==> src/rtl/mem_arbiter.sv <==
// rtl/mem_arbiter.sv - shares one pipelined main memory between I-cache fills and D-cache fills/stores
//
// Ports:
//   clk, rst_n            clock, asynchronous active-low reset
//   i_req, i_addr         I-side block fill request (held until i_done) and miss byte address
//   i_grant               I-side currently owns the memory
//   i_data_valid, i_data  returned fill word for the I-side
//   i_word, i_done        word index within the block; pulse on the final word
//   d_req, d_wr           D-side request (held until d_done); 1 = single-word store, 0 = block fill
//   d_addr, d_wdata       D-side byte address and store data
//   d_grant .. d_done     D-side equivalents of the I-side outputs
//   mem_enable, mem_wr    memory access strobe and write qualifier
//   mem_addr, mem_wdata   word-aligned byte address and write data
//   mem_data_in/valid     read data returning in issue order

module mem_arbiter #(
  parameter int BLOCK_WORDS = 8
) (
  input  logic                           clk,
  input  logic                           rst_n,
  input  logic                           i_req,
  input  logic [15:0]                    i_addr,
  output logic                           i_grant,
  output logic                           i_data_valid,
  output logic [15:0]                    i_data,
  output logic [$clog2(BLOCK_WORDS)-1:0] i_word,
  output logic                           i_done,
  input  logic                           d_req,
  input  logic                           d_wr,
  input  logic [15:0]                    d_addr,
  input  logic [15:0]                    d_wdata,
  output logic                           d_grant,
  output logic                           d_data_valid,
  output logic [15:0]                    d_data,
  output logic [$clog2(BLOCK_WORDS)-1:0] d_word,
  output logic                           d_done,
  output logic                           mem_enable,
  output logic                           mem_wr,
  output logic [15:0]                    mem_addr,
  output logic [15:0]                    mem_wdata,
  input  logic [15:0]                    mem_data_in,
  input  logic                           mem_data_valid
);

  localparam int WW = $clog2(BLOCK_WORDS);
  localparam logic [WW:0]   NWORDS    = (WW+1)'(BLOCK_WORDS);
  localparam logic [WW-1:0] LAST_WORD = WW'(BLOCK_WORDS - 1);
  // Clears the byte-offset bit plus the word-index bits.
  localparam logic [15:0]   BASE_MASK = ~16'((2 * BLOCK_WORDS) - 1);

  typedef enum logic [1:0] {IDLE, FILL, WRITE} state_t;

  state_t          state_q, state_d;
  logic            owner_q;       // 1 = D-side, 0 = I-side
  logic            last_owner_q;  // same encoding
  logic [15:0]     base_q;
  logic [WW:0]     issue_cnt_q;
  logic [WW-1:0]   recv_cnt_q;

  logic pick_d, pick_i, win, issue_now, rx_now, rx_last;

  // Arbitration: a lone requester wins; on a tie the side that did not
  // own the memory last time wins.
  assign pick_d = d_req && (!i_req || !last_owner_q);
  assign pick_i = i_req && !pick_d;
  assign win    = (state_q == IDLE) && (pick_d || pick_i);

  assign issue_now = (state_q == FILL) && (issue_cnt_q < NWORDS);
  // Responses outside FILL are stale (e.g. in flight across a reset) and dropped.
  assign rx_now    = (state_q == FILL) && mem_data_valid;
  assign rx_last   = rx_now && (recv_cnt_q == LAST_WORD);

  always_comb begin
    state_d = state_q;
    case (state_q)
      IDLE: begin
        if (pick_d && d_wr)       state_d = WRITE;
        else if (pick_d || pick_i) state_d = FILL;
      end
      FILL:    if (rx_last) state_d = IDLE;
      WRITE:   state_d = IDLE;
      default: state_d = IDLE;
    endcase
  end

  always_ff @(posedge clk or negedge rst_n) begin
    if (!rst_n) begin
      state_q      <= IDLE;
      owner_q      <= 1'b0;
      last_owner_q <= 1'b0;
      base_q       <= 16'h0000;
      issue_cnt_q  <= '0;
      recv_cnt_q   <= '0;
    end else begin
      state_q <= state_d;
      if (win) begin
        owner_q      <= pick_d;
        last_owner_q <= pick_d;
        base_q       <= (pick_d ? d_addr : i_addr) & BASE_MASK;
        issue_cnt_q  <= '0;
        recv_cnt_q   <= '0;
      end else begin
        if (issue_now) issue_cnt_q <= issue_cnt_q + 1'b1;
        if (rx_now)    recv_cnt_q  <= recv_cnt_q + 1'b1;
      end
    end
  end

  // Outputs are gated to zero whenever not meaningful, so an asynchronous
  // reset (which forces IDLE) clears every output immediately.
  always_comb begin
    i_grant      = 1'b0;
    i_data_valid = 1'b0;
    i_data       = 16'h0000;
    i_word       = '0;
    i_done       = 1'b0;
    d_grant      = 1'b0;
    d_data_valid = 1'b0;
    d_data       = 16'h0000;
    d_word       = '0;
    d_done       = 1'b0;
    mem_enable   = 1'b0;
    mem_wr       = 1'b0;
    mem_addr     = 16'h0000;
    mem_wdata    = 16'h0000;

    if (state_q != IDLE) begin
      i_grant = !owner_q;
      d_grant = owner_q;
    end

    if (rx_now) begin
      if (owner_q) begin
        d_data_valid = 1'b1;
        d_data       = mem_data_in;
        d_word       = recv_cnt_q;
        d_done       = rx_last;
      end else begin
        i_data_valid = 1'b1;
        i_data       = mem_data_in;
        i_word       = recv_cnt_q;
        i_done       = rx_last;
      end
    end

    if (issue_now) begin
      mem_enable = 1'b1;
      mem_addr   = base_q + 16'({issue_cnt_q, 1'b0});
    end else if (state_q == WRITE) begin
      mem_enable = 1'b1;
      mem_wr     = 1'b1;
      mem_addr   = d_addr & 16'hFFFE;
      mem_wdata  = d_wdata;
      d_done     = 1'b1;
    end
  end

endmodule

==> config.mk <==
export PLATFORM = sky130hd
export DESIGN_NAME = mem_arbiter
export DESIGN_NICKNAME = d
export VERILOG_FILES = /design/src/rtl/mem_arbiter.sv
export SDC_FILE = /design/constraint.sdc
export NUM_CORES = 1
export LEC_CHECK = 0
export ABC_AREA = 1
export CAP_MARGIN = 5
export CORE_MARGIN = 10
export CORE_UTILIZATION = 47
export DETAILED_ROUTE_END_ITERATION = 12
export DONT_BUFFER_PORTS = 1
export GPL_TIMING_DRIVEN = 0
export MAX_ROUTING_LAYER = met4
export PLACE_DENSITY = 0.69
export REMOVE_ABC_BUFFERS = 1
export SLEW_MARGIN = 20
export SYNTH_ARGS = -nofsm -noshare
export SYNTH_HDL_FRONTEND = slang
export SYNTH_SLANG_ARGS = --single-unit
==> constraint.sdc <==
create_clock -name clk -period 3.8 [get_ports clk]
set_input_delay 0.76 -clock clk [delete_from_list [all_inputs] [get_ports clk]]
set_output_delay 0.76 -clock clk [all_outputs]
set_load 0.005 [all_outputs]
## Word-level counts from Yosys, hierarchy flattened

Cells that the tools add are included.

- Word-level logic and storage cells: 67
- Bits of input ports: 70
- Output and inout bits: 78
- Bits in registers: 22

- Add/sub/neg operators: 3
- Order comparisons: 1
- Multiplexer cells: 36
- Reduce and logical (&&, ||, !) cells: 17
- Equal/unequal tests: 5

Operators by type and width:

| cell | count |
|---|---|
| $mux 16 | 9 |
| $mux 3 | 6 |
| $add 16x5->16 | 1 |
| $mux 1 | 15 |
| $mux 4 | 2 |
| $logic_and 1x1->1 | 7 |
| $mux 2 | 3 |
| $reduce_bool 2->1 | 3 |
| $add 4x1->4 const B | 1 |
| $lt 4x4->1 const B | 1 |
| $pmux 2 s2 | 1 |
| $add 3x1->3 const B | 1 |
| $eq 3x3->1 const B | 1 |
| $logic_not 1->1 | 3 |
| $ne 3x1->1 const B | 1 |
| $eq 2x1->1 const B | 1 |
| $eq 2x2->1 const B | 1 |
| $logic_not 2->1 | 1 |
| $logic_or 1x1->1 | 2 |
| $ne 2x2->1 const B | 1 |
| $reduce_and 2->1 | 1 |

## Logic depth before layout (Yosys ltp)

Gate-level depths: netlist of run 1.

- Depth after elaboration: 9
- Depth in mapped cells: 9
- Gate-level depth less buffers: 9

## Worst setup path before layout of run 1

No wires, ideal clock.

- Path type: flip-flop to output port
- Start point: register issue_cnt_q[3]
- End point: output port mem_addr[14]
- Arrival: 1.284 ns
- Path buffers: 0
- Cell stages (with the launch flop): 10
- Path slack: 1.756 ns
- Required time: 3.040 ns
- Path through: dfrtp_1 ha_1 ha_1 nand3_1 nor2_1 nand2_1 nand2_1 nand2_1 nand2_1 nand2_1

- Longest elaborated chain between the ends: 3
- Elaborated cells between the ends (all ways): 4
- Those cells by class: add/sub (1); order compare (1); mux (1); reduce/logical (1)

RTL lines:

| what | RTL line | RTL |
|---|---|---|
| start: declaration | 57 | `logic [WW:0] issue_cnt_q;` |
| start signal: assignment | 103 | `if (issue_now) issue_cnt_q <= issue_cnt_q + 1'b1;` |
| parallel branches: the longest is 2 deep, another holds $add 16x5->16 | -- |  |
| $mux 16 * | 146 | `if (issue_now) begin` |
| end: declaration | 39 | `output logic [15:0] mem_addr,` |

Every way passes the cells marked *.

## Final worst setup path of run 1

- Start point: register state_q[1]
- End point: output port mem_addr[7]

- Longest elaborated chain between the ends: 3
- Elaborated cells between the ends (all ways): 5
- Those cells by class: eq/ne (2); mux (2); reduce/logical (1)

RTL lines:

| what | RTL line | RTL |
|---|---|---|
| start: declaration | 53 | `state_t state_q, state_d;` |
| start signal: assignment | 95 | `state_q <= state_d;` |
| $eq 2x2->1 or $eq 2x1->1 (tied branches) | 149, 68 |  |
| $mux 16 or $logic_and 1x1->1 (tied branches) | 149, 68 |  |
| $mux 16 * | 146 |  |

Every way passes the cells marked *; elsewhere a longest branch is shown, timed or not.

==> impl_metrics.env, run 1 <==
export IMPL_outcome="completed"
export IMPL_cts_tree="yes"
export IMPL_via_to_cell_ratio=5.28
export IMPL_cts_setup_buffers=0
export IMPL_first_global_vias=1842
export IMPL_grt_max_degree=27
export IMPL_netlist_cell_type_count=26
export IMPL_rsz0062_at_grt="false"
export IMPL_core_rowCount=23
export IMPL_die_x_um=84.6
export IMPL_areaGrowthSynthToFinish_pct=1.21
export IMPL_fmax_mhz=346
export IMPL_period_needed_ns=2.89
export IMPL_drt_first_pass_iters=4
export IMPL_final_fill_count=426
export IMPL_hold_violation_total_from_the_final_report=0
export IMPL_dpl_hpwl_um=5030
export IMPL_numCtsBuffers=3
export IMPL_worst_path_largest_cell_delay_ns=0.51
export IMPL_crit_family="buffers and inverters"
export IMPL_die_area_um2=7150
export IMPL_grt_overflow=0
export IMPL_port_buffers=0
export IMPL_main_combinational_cell_family_by_area_after_synthesis="simple AND/OR/NAND/NOR gates"
export IMPL_powerDensity_nw_per_um2=702
export IMPL_syn_mean_instance_area_um2=6.18
export IMPL_area_of_the_placeable_core_um2=4030
export IMPL_maxCapViolations=0
export IMPL_finalPower_mw=1.39
export IMPL_grt_usage_pct=16.0
export IMPL_routed_wirelength_um=6110
export IMPL_worst_pin_slew_ns=0.798
export IMPL_max_slew_margin_rel_pct=46.6
export IMPL_post_route_period_util_pct=76.1
export IMPL_cp_max_fo=21
export IMPL_worstPathCellList="inv_1 > nor2_2 > inv_1 > o21ai_0"
export IMPL_crit_arrival_ns=2.13
export IMPL_initial_core_util_pct=48.6
export IMPL_remaining_drc_errors=0
export IMPL_critPathBufInv=2
export IMPL_post_synth_top_area_cell="sky130_fd_sc_hd__dfrtp_1"
export IMPL_tns_ns=0
export IMPL_detailedRoute_firstIterationViolations=124
export IMPL_cts_repair_resized=0
export IMPL_avg_wl_per_cell_um=17.1
export IMPL_worst_ir_drop_vdd_v=0.000346
export IMPL_finalNetCount=383
export IMPL_clock_sinks=22
export IMPL_htree_levels=1
export IMPL_final_antenna_net_count=0
export IMPL_synth_seq_cells=22
export IMPL_n_antenna_cell=0
export IMPL_drive_gt1_share_pct=11.4
export IMPL_holdCritPathClass="input pin to async pin"
export IMPL_holdBufCountCts=0
export IMPL_synth_compound_gate_area_share_pct=12.0
export IMPL_maximum_clock_path_buffer_count=2
export IMPL_grt_antenna_before_repair=0
export IMPL_muxShareOfSynthArea_pct=0
export IMPL_finalSetupViolCount=0
export IMPL_slew_viol_final=0
export IMPL_gp_routability_congestion=0.819
export IMPL_die_height_um=84.6
export IMPL_dominant_cells_by_area_after_synthesis="sky130_fd_sc_hd__dfrtp_1 (28%), sky130_fd_sc_hd__nand2_1 (12%), sky130_fd_sc_hd__inv_1 (11%), sky130_fd_sc_hd__nor2_1 (11%), sky130_fd_sc_hd__nand3_1 (7.2%)"
export IMPL_multiInputGateArea_um2=1090
export IMPL_grt_first_pass_wirelength_um=9460
export IMPL_synth_largest_type_area_fraction_pct=28.1
export IMPL_route_vias_total=1886
export IMPL_final_setup_skew_ns=0.00236
export IMPL_synthCells=317
export IMPL_clock_latency_on_the_worst_skew_pair_ns=0.26
export IMPL_cellLeakagePower_nw=1.04
export IMPL_crit_slowest_cell="sky130_fd_sc_hd__nor2_2"
export IMPL_fraction_of_the_mapped_netlist_area_in_simple_logic_gates_pct=40.3
export IMPL_clk_pin_slew_ns=0.08
export IMPL_io_pins=148
export IMPL_cts_root_buf="sky130_fd_sc_hd__clkbuf_8"
export IMPL_mappedNetlistArea_um2=1960
export IMPL_ys_seq_area_share_pct=28.1
export IMPL_post_synth_fa_ha_maj_area_fraction_pct=3.19
export IMPL_worst_setup_path_type="flop to output pin"
export IMPL_critPathCaptureType="output pin"
export IMPL_startpoint_type="flop"
export IMPL_worst_path_most_repeated_cell="sky130_fd_sc_hd__inv_1"
export IMPL_timing_critical_path_required_ns=3.04
export IMPL_seq_area_um2=551
export IMPL_synth_warnings=0
export IMPL_synth_xor_xnor_area_share_pct=0
[power by group]
part,internal [mW],switching (mW)
Sequential,0.346,0.102
Combinational,0.247,0.532
Clock,0.0923,0.0749
[final cells by class]
cell class,instances,share of cell area (%)
clock buffers,4,2.78
inverters,59,11.3
multi-input cells,222,55.0
flip-flops and latches,22,27.8
well taps,50,3.15
[worst paths after layout]
kind | start | to | slack (ns) | depth (start not counted)
max | state_q[1] | mem_addr[7] | 0.91 | 4
min | rst_n | base_q[12] | 0.19 | 0
max reg2reg | state_q[1] | issue_cnt_q[2] | 2.09 | 6
min reg2reg | issue_cnt_q[2] | issue_cnt_q[3] | 0.56 | 2
max in group asynchronous | rst_n | base_q[11] | 3.54 | 0
min in group clk | issue_cnt_q[2] | issue_cnt_q[3] | 0.56 | 2
[metrics by stage]
stage,worst slack (ns),utilization (%),instances,area (um^2),hold WS (ns)
CTS,0.874,49.2,357,1980,0.176
finish,0.909,49.2,357,1980,0.186
global route,0.703,49.2,357,1980,0.164
floorplan,1.58,-,303,1870,0.464
detailed placement,1.16,47.9,353,1930,0.465
global placement,1.19,47.9,353,1930,0.465
[kinds of logic (layout without fill, tap and decap cells)]
kind of cell / Yosys count / in the layout
fa+ha+maj: 5 / 5
other cells: 1 / 1
simple gates: 174 / 174
flops: 22 / 22
compound gates: 42 / 42
buf+inv: 73 / 63
[cell usage after synthesis]
cell type and number:
sky130_fd_sc_hd__a21oi_1 4, sky130_fd_sc_hd__a31oi_1 9, sky130_fd_sc_hd__a32o_1 2, sky130_fd_sc_hd__buf_2 6, sky130_fd_sc_hd__buf_4 3, sky130_fd_sc_hd__buf_6 3, sky130_fd_sc_hd__clkbuf_1 2, sky130_fd_sc_hd__conb_1 1
sky130_fd_sc_hd__dfrtp_1 22, sky130_fd_sc_hd__ha_1 5, sky130_fd_sc_hd__inv_1 56, sky130_fd_sc_hd__inv_2 2, sky130_fd_sc_hd__inv_4 1, sky130_fd_sc_hd__nand2_1 61, sky130_fd_sc_hd__nand2_2 1, sky130_fd_sc_hd__nand2_4 1
sky130_fd_sc_hd__nand3_1 28, sky130_fd_sc_hd__nand3b_1 1, sky130_fd_sc_hd__nand4_1 2, sky130_fd_sc_hd__nor2_1 55, sky130_fd_sc_hd__nor2_2 20, sky130_fd_sc_hd__nor2_4 4, sky130_fd_sc_hd__o21ai_0 24, sky130_fd_sc_hd__o21ai_1 2
sky130_fd_sc_hd__o21ai_2 1, sky130_fd_sc_hd__or2_2 1
[placed cells by master, fill, tap and decap left out, drive strengths merged]
master | synthesis | layout
nand2 | 63 | 63
nand3 | 28 | 28
inv | 59 | 59
ha | 5 | 5
nand4 | 2 | 2
a31oi | 9 | 9
o21ai | 27 | 27
a21oi | 4 | 4
clkbuf | 2 | 4
conb | 1 | 1
a32o | 2 | 2
nor2 | 79 | 79
or2 | 1 | 1
dfrtp | 22 | 22
nand3b | 1 | 1
[layer usage]
layer | GRT usage, % | up-vias | wire, um
met5 | - | - | 0
met4 | 2.40 | 0 | 44
met3 | 5.31 | 4 | 566
met2 | 25.9 | 77 | 2970
met1 | 19.3 | 850 | 2520
li1 | - | 955 | -
[state kept, by name (all words and copies together), names as in the netlist]
name,flops
base_q,12
issue_cnt_q,4
last_owner_q,1
recv_cnt_q,3
state_q,2
No activity file was read; power rests on OpenSTA's default activity.
==> run 2, diff against run 1 <==
Clock period 3.8 ns to 3 ns, I/O delays scaled along.
==> results of run 2 <==
The final DEF is identical to that of run 1. Status: completed.
Among the figures that moved: setup slack after placement 1.16 ns -> 0.522 ns; setup slack after layout 0.909 ns -> 0.269 ns; hold slack 0.186 ns -> 0.0261 ns; register-to-register setup slack 2.09 ns -> 1.29 ns; total power 1.39 mW -> 1.76 mW; worst IR drop on VDD 0.000346 V -> 0.000439 V
